File: src/rtl/s32x_sdr_bridge_if.sv
// s32x_sdr_bridge_if: the signals that cross the bridge.
//   32X side : SDR_A, SDR_DO, SDR_CS, SDR_WE, SDR_RD  -> bridge
//              SDR_DI, SDR_WAIT                       <- bridge
//   Mem side : MEM_ADDR, MEM_DO, MEM_BE, MEM_WR, MEM_REQ <- bridge
//              MEM_ACK, MEM_DI                           -> bridge
//   Status   : ERR (sticky watchdog flag)                <- bridge
// The slave modport is the bridge. The master modport is whoever drives
// the 32X strobes and models the memory controller.
interface s32x_sdr_bridge_if;
  logic [16:0] SDR_A;
  logic [15:0] SDR_DO;
  logic        SDR_CS;
  logic [1:0]  SDR_WE;
  logic        SDR_RD;
  logic [15:0] SDR_DI;
  logic        SDR_WAIT;
  logic [16:0] MEM_ADDR;
  logic [15:0] MEM_DO;
  logic [1:0]  MEM_BE;
  logic        MEM_WR;
  logic        MEM_REQ;
  logic        MEM_ACK;
  logic [15:0] MEM_DI;
  logic        ERR;

  modport slave (
    input  SDR_A, SDR_DO, SDR_CS, SDR_WE, SDR_RD, MEM_ACK, MEM_DI,
    output SDR_DI, SDR_WAIT, MEM_ADDR, MEM_DO, MEM_BE, MEM_WR, MEM_REQ, ERR
  );

  modport master (
    output SDR_A, SDR_DO, SDR_CS, SDR_WE, SDR_RD, MEM_ACK, MEM_DI,
    input  SDR_DI, SDR_WAIT, MEM_ADDR, MEM_DO, MEM_BE, MEM_WR, MEM_REQ, ERR
  );
endinterface

File: src/rtl/s32x_sdr_bridge.sv
// s32x_sdr_bridge: turns the level-style 32X SH-2 SDRAM access into one
// req/ack transaction on the board memory controller, holds read data for
// the 32X and runs a watchdog so a dead controller cannot hang the SH-2s.
// Ports:
//   CLK, RST : clock, asynchronous active-high reset
//   bus      : s32x_sdr_bridge_if.slave (32X strobes, controller req/ack, ERR)
// Parameters:
//   TIMEOUT  : BUSY cycles before forced completion (0 = no watchdog)
//   CNT_W    : watchdog counter width, 2**CNT_W > TIMEOUT
// Build option:
//   S32X_SDR_WPOST_EN : posted writes; a write never raises SDR_WAIT and
//                       retires in the background through the POST state.
module s32x_sdr_bridge #(
  parameter int TIMEOUT = 1023,
  parameter int CNT_W   = 10
) (
  input logic              CLK,
  input logic              RST,
  s32x_sdr_bridge_if.slave bus
);

  typedef enum logic [1:0] {
    IDLE,
    BUSY,
`ifdef S32X_SDR_WPOST_EN
    DONE,
    POST
`else
    DONE
`endif
  } st_t;

  localparam logic [CNT_W-1:0] TO_LAST = CNT_W'(TIMEOUT - 1);

  st_t         state_q;
  logic [CNT_W-1:0] cnt_q;
  logic [16:0] addr_q;
  logic [15:0] do_q, di_q;
  logic [1:0]  be_q;
  logic        wr_q, req_q, wait_q, err_q;

  logic is_wr, active, differ, wd_hit;

  assign is_wr  = |bus.SDR_WE;
  assign active = bus.SDR_CS & (bus.SDR_RD | is_wr);
  // A held access matching the one just served is the same access, not a new one.
  assign differ = (bus.SDR_A != addr_q) || (is_wr != wr_q);
  assign wd_hit = (TIMEOUT != 0) && (cnt_q == TO_LAST);

  always_ff @(posedge CLK or posedge RST) begin
    if (RST) begin
      state_q <= IDLE;
      cnt_q   <= '0;
      addr_q  <= '0;
      do_q    <= '0;
      di_q    <= '0;
      be_q    <= '0;
      wr_q    <= 1'b0;
      req_q   <= 1'b0;
      wait_q  <= 1'b0;
      err_q   <= 1'b0;
    end else begin
      case (state_q)
        IDLE: begin
          if (active) begin
            addr_q <= bus.SDR_A;
            do_q   <= bus.SDR_DO;
            wr_q   <= is_wr;
            be_q   <= is_wr ? bus.SDR_WE : 2'b11;
            req_q  <= 1'b1;
            cnt_q  <= '0;
`ifdef S32X_SDR_WPOST_EN
            wait_q  <= ~is_wr;
            state_q <= is_wr ? POST : BUSY;
`else
            wait_q  <= 1'b1;
            state_q <= BUSY;
`endif
          end else begin
            wait_q <= 1'b0;
          end
        end
        BUSY: begin
          cnt_q <= cnt_q + 1'b1;
          // Ack has priority over the watchdog in the same cycle.
          if (bus.MEM_ACK) begin
            req_q   <= 1'b0;
            wait_q  <= 1'b0;
            state_q <= DONE;
            if (!wr_q) di_q <= bus.MEM_DI;
          end else if (wd_hit) begin
            req_q   <= 1'b0;
            wait_q  <= 1'b0;
            err_q   <= 1'b1;
            state_q <= DONE;
            if (!wr_q) di_q <= 16'hFFFF;
          end
        end
`ifdef S32X_SDR_WPOST_EN
        POST: begin
          cnt_q  <= cnt_q + 1'b1;
          // A different access behind the posted write stalls the 32X; the
          // stall is carried through DONE/IDLE until that access is issued.
          wait_q <= active & differ;
          if (bus.MEM_ACK || wd_hit) begin
            req_q   <= 1'b0;
            state_q <= DONE;
            if (!bus.MEM_ACK) err_q <= 1'b1;
          end
        end
`endif
        DONE: begin
          if (!active) wait_q <= 1'b0;
          if (!active || differ) state_q <= IDLE;
        end
        default: state_q <= IDLE;
      endcase
    end
  end

  assign bus.SDR_DI   = di_q;
  assign bus.SDR_WAIT = wait_q;
  assign bus.MEM_ADDR = addr_q;
  assign bus.MEM_DO   = do_q;
  assign bus.MEM_BE   = be_q;
  assign bus.MEM_WR   = wr_q;
  assign bus.MEM_REQ  = req_q;
  assign bus.ERR      = err_q;

endmodule

File: src/flat_wrapper.sv
// flat-port wrapper written by rule: the top's interface ports become plain ports
module s32x_sdr_bridge_flat 
#(
  parameter int TIMEOUT = 1023,
  parameter int CNT_W   = 10
)
  (CLK, RST, bus_SDR_A, bus_SDR_DO, bus_SDR_CS, bus_SDR_WE, bus_SDR_RD, bus_MEM_ACK, bus_MEM_DI, bus_SDR_DI, bus_SDR_WAIT, bus_MEM_ADDR, bus_MEM_DO, bus_MEM_BE, bus_MEM_WR, bus_MEM_REQ, bus_ERR);
  s32x_sdr_bridge_if bus_i ();
  input logic CLK;
  input logic RST;
  input wire logic [$bits(bus_i.SDR_A)-1:0] bus_SDR_A;
  input wire logic [$bits(bus_i.SDR_DO)-1:0] bus_SDR_DO;
  input wire logic [$bits(bus_i.SDR_CS)-1:0] bus_SDR_CS;
  input wire logic [$bits(bus_i.SDR_WE)-1:0] bus_SDR_WE;
  input wire logic [$bits(bus_i.SDR_RD)-1:0] bus_SDR_RD;
  input wire logic [$bits(bus_i.MEM_ACK)-1:0] bus_MEM_ACK;
  input wire logic [$bits(bus_i.MEM_DI)-1:0] bus_MEM_DI;
  output wire logic [$bits(bus_i.SDR_DI)-1:0] bus_SDR_DI;
  output wire logic [$bits(bus_i.SDR_WAIT)-1:0] bus_SDR_WAIT;
  output wire logic [$bits(bus_i.MEM_ADDR)-1:0] bus_MEM_ADDR;
  output wire logic [$bits(bus_i.MEM_DO)-1:0] bus_MEM_DO;
  output wire logic [$bits(bus_i.MEM_BE)-1:0] bus_MEM_BE;
  output wire logic [$bits(bus_i.MEM_WR)-1:0] bus_MEM_WR;
  output wire logic [$bits(bus_i.MEM_REQ)-1:0] bus_MEM_REQ;
  output wire logic [$bits(bus_i.ERR)-1:0] bus_ERR;
  assign bus_i.SDR_A = bus_SDR_A;
  assign bus_i.SDR_DO = bus_SDR_DO;
  assign bus_i.SDR_CS = bus_SDR_CS;
  assign bus_i.SDR_WE = bus_SDR_WE;
  assign bus_i.SDR_RD = bus_SDR_RD;
  assign bus_i.MEM_ACK = bus_MEM_ACK;
  assign bus_i.MEM_DI = bus_MEM_DI;
  assign bus_SDR_DI = bus_i.SDR_DI;
  assign bus_SDR_WAIT = bus_i.SDR_WAIT;
  assign bus_MEM_ADDR = bus_i.MEM_ADDR;
  assign bus_MEM_DO = bus_i.MEM_DO;
  assign bus_MEM_BE = bus_i.MEM_BE;
  assign bus_MEM_WR = bus_i.MEM_WR;
  assign bus_MEM_REQ = bus_i.MEM_REQ;
  assign bus_ERR = bus_i.ERR;
  s32x_sdr_bridge #(.TIMEOUT(TIMEOUT), .CNT_W(CNT_W)) u_core (.CLK(CLK), .RST(RST), .bus(bus_i));
endmodule
File: config.mk
export PLATFORM = sky130hd
export DESIGN_NAME = s32x_sdr_bridge_flat
export DESIGN_NICKNAME = d
export VERILOG_FILES = /design/src/rtl/s32x_sdr_bridge_if.sv /design/src/rtl/s32x_sdr_bridge.sv /design/src/flat_wrapper.sv
export SDC_FILE = /design/constraint.sdc
export NUM_CORES = 1
export LEC_CHECK = 0
export CORE_AREA = 10 10 97 99
export DETAILED_ROUTE_END_ITERATION = 16
export DIE_AREA = 0 0 107 109
export PLACE_DENSITY = 0.77
export SETUP_SLACK_MARGIN = 0.05
export SLEW_MARGIN = 20
export SYNTH_ARGS = -nofsm -noshare
export SYNTH_HDL_FRONTEND = slang
export SYNTH_SLANG_ARGS = --single-unit
File: constraint.sdc
create_clock -name CLK -period 2.6 [get_ports CLK]
set_clock_uncertainty 0.05 [all_clocks]
set_input_delay 0.52 -clock CLK [delete_from_list [all_inputs] [get_ports CLK]]
set_output_delay 0.52 -clock CLK [all_outputs]
set_load 0.1 [all_outputs]
==> flow_summary.ini <==
[clock_network]
insertion_delay_ps = 340
cts_resized = 0
cts-root-buf = clkbuf_8
post-cts-setup-buffer-count = 0
clk_pin_slew_ps = 70
hold_buffers = 0
clockBufferDepth = 2
cts-htree-levels = 3
cts_made_buffers = 9
cts_tree = yes
clock_sinks = 67

[place]
placed_area_um2 = 4360
io_buffers = 110
gp_congestion = 0.786
dp_hpwl_um = 6220
placedCellCount = 497

[synth]
synth.top_cells.by_area = dfrtp_1 (52%), mux2_2 (12%), xor2_1 (4.6%), o21ai_0 (4.2%), nand2_1 (3.5%)
async_flop_share_pct = 100
syn-num-nets = 353
yosysSeqAreaShare_pct = 51.6
yosys.area.top_type = dfrtp_1
syn-instance-count = 291
ys_seq_elements = 67
yosysWarnings = 0
avgSynthCellArea_um2 = 11.2
synth_edf_count = 0
synth_top_area_share_pct = 51.6
synth_cell_types = 39
syn_area_um2 = 3250
ys.flop_type = dfrtp_1

[setup_path]
worst_ep_required_time_ps = 2770
slowest_delay_ps = 700
cp_max_fo = 7
arrival_ps = 2330
path_buf_inv = 1
cpMaxStageDelayCell = o31ai_1
path_class = in2reg
crit_chain = clkdlybuf4s50_1 -> o31ai_1 -> nand2_1 -> o211a_1 -> o21ai_0 -> o211ai_1
crit_path_end_kind = flip-flop
critPathLaunchType = input pin
crit_family = compound AO/OA/AOI/OAI gates

[sta]
period_share_pct = 83.3
timing.fmax_ghz = 0.461
setup_viol = 0
worstMarginPinSlew_ps = 736
hold_viol = 0
period_needed_ps = 2170
grt_setup_unrepaired = false
slew_headroom_pct = 50.5
tns_ps = 0
drv_slew = 0

[layout]
diodes = 0
final_common_cell = dfrtp_1
finish.utilization_pct = 60.9
layout_common_cells = dfrtp_1 (67), buf_4 (59), clkdlybuf4s50_1 (55)
multi_input_area_um2 = 1490
drive_gt1_share_pct = 29.2
area_growth_pct = 41.0
fill_cells = 668
register_area_um2 = 1680
fin_nets = 468
fin_cells = 513
design_area_um2 = 4580

[floorplan]
initial_utilization_pct = 43.2
die_h_um = 109
die_w_um = 107
boundaryPins = 111
dieArea_um2 = 11700
num_rows = 32
core_area_um2 = 7530

[grt]
grt_pass1_wl_um = 13200
grt_pass1_vias = 2610
grt_max_degree = 68
grt_usage_pct = 14.2
antenna_found_initial = 0
globalRoute.totalOverflow = 0

[route]
num_vias = 2532
post_drt_via_cell_ratio = 4.94
drc_errors = 0
postRouteAntennaNets = 0
wire_per_inst_um = 15.9
drt_iter0_drc = 102
drt-pass1-iter-count = 4
wl_um = 8170

[flow_run]
drv_cap = 0

[run_status]
status = finished clean

[min_path]
worst_hold_path_type = reg2reg
-- metal layers --
metal	part of all wire, %	GRT usage [%]
met5	0	0
met2	52	24.4
met4	1.0	4.64
met1	41	15.9
met3	6.7	5.66
-- per-stage QoR --
| stage | hold slack, ps | setup slack (ps) |
|---|---|---|
| 2_1_floorplan | 470 | 347 |
| 3_3_place_gp | 405 | 117 |
| 3_5_place_dp | 408 | 45.3 |
| 4_1_cts | 432 | 453 |
| 5_1_grt | 447 | 214 |
| 6_report | 424 | 433 |
-- state kept, by name, indices dropped and copies added, names as in the netlist --
signal	count
u_core.bus.ERR	1
u_core.bus.MEM_ADDR	17
u_core.bus.MEM_BE	2
u_core.bus.MEM_DO	16
u_core.bus.MEM_REQ	1
u_core.bus.MEM_WR	1
u_core.bus.SDR_DI	16
u_core.bus.SDR_WAIT	1
u_core.cnt_q	10
u_core.state_q	2
-- cells by family (layout without fill, tap and decap cells) --
family | Yosys count | count (layout) | synth area share [%]
AO/OA/AOI/OAI | 47 | 47 | 10.0
XOR/XNOR | 26 | 26 | 7.00
multiplexers | 36 | 36 | 12.4
adder cells (fa/ha/maj) | 6 | 6 | 2.31
buffers and inverters | 20 | 140 | 2.62
flip-flops | 67 | 67 | 51.6
AND/OR/NAND/NOR | 89 | 89 | 14.1
-- worst reg2reg max path: cells and delay by family (launching register included) --
family / cells / cell delay (ps)
AO/OA/AOI/OAI: 2 / 650
buffers and inverters: 1 / 110
AND/OR/NAND/NOR: 2 / 190
adder cells (fa/ha/maj): 1 / 390
XOR/XNOR: 1 / 150
flip-flops: 1 / 420
-- final timing paths --
check                                               from                                  end  slack, ps  cells past startpoint
setup / recovery                           bus_SDR_WE[1]        u_core.state_q[1]$_DFFE_PP0P_        430                      6
hold / removal                u_core.bus.ERR$_DFFE_PP0P_           u_core.bus.ERR$_DFFE_PP0P_        420                      2
setup reg to reg           u_core.state_q[0]$_DFFE_PP0P_          u_core.cnt_q[9]$_DFFE_PP0P_        520                      7
hold reg to reg               u_core.bus.ERR$_DFFE_PP0P_           u_core.bus.ERR$_DFFE_PP0P_        420                      2
max in group asynchronous                            RST  u_core.bus.MEM_ADDR[13]$_DFFE_PP0P_       1670                      3
min in group asynchronous                            RST        u_core.state_q[1]$_DFFE_PP0P_        530                      3
-- synthesized netlist by cell type (2+ instances only) --
| cell | instances |
|---|---|
| mux2_2 | 34 |
| xor2_1 | 17 |
| o211a_1 | 2 |
| and4_1 | 3 |
| o211ai_1 | 2 |
| xnor2_1 | 9 |
| mux2i_1 | 2 |
| nor4_1 | 5 |
| inv_1 | 8 |
| buf_2 | 8 |
| o21ai_1 | 2 |
| nor2b_1 | 16 |
| o41ai_1 | 2 |
| clkbuf_1 | 4 |
| ha_1 | 6 |
| nand2_1 | 30 |
| dfrtp_1 | 67 |
| a21oi_1 | 2 |
| and2b_2 | 2 |
| nand2b_1 | 3 |
| a31oi_1 | 2 |
| nand4_1 | 4 |
| o21ai_0 | 27 |
| nor2_1 | 13 |
| nand3_1 | 7 |
-- layout make-up --
cell class / instances / share of cell area, %
sequential: 67 / 36.6
multi-input combinational: 204 / 32.5
timing repair buffer: 116 / 22.5
clock buffer: 10 / 3.00
tap: 102 / 2.78
clock inverter: 6 / 1.94
inverter: 8 / 0.655
Power is left out: the tool's default activity adds up to more than one toggle a clock period on the data nets, which glitch-free logic cannot reach.
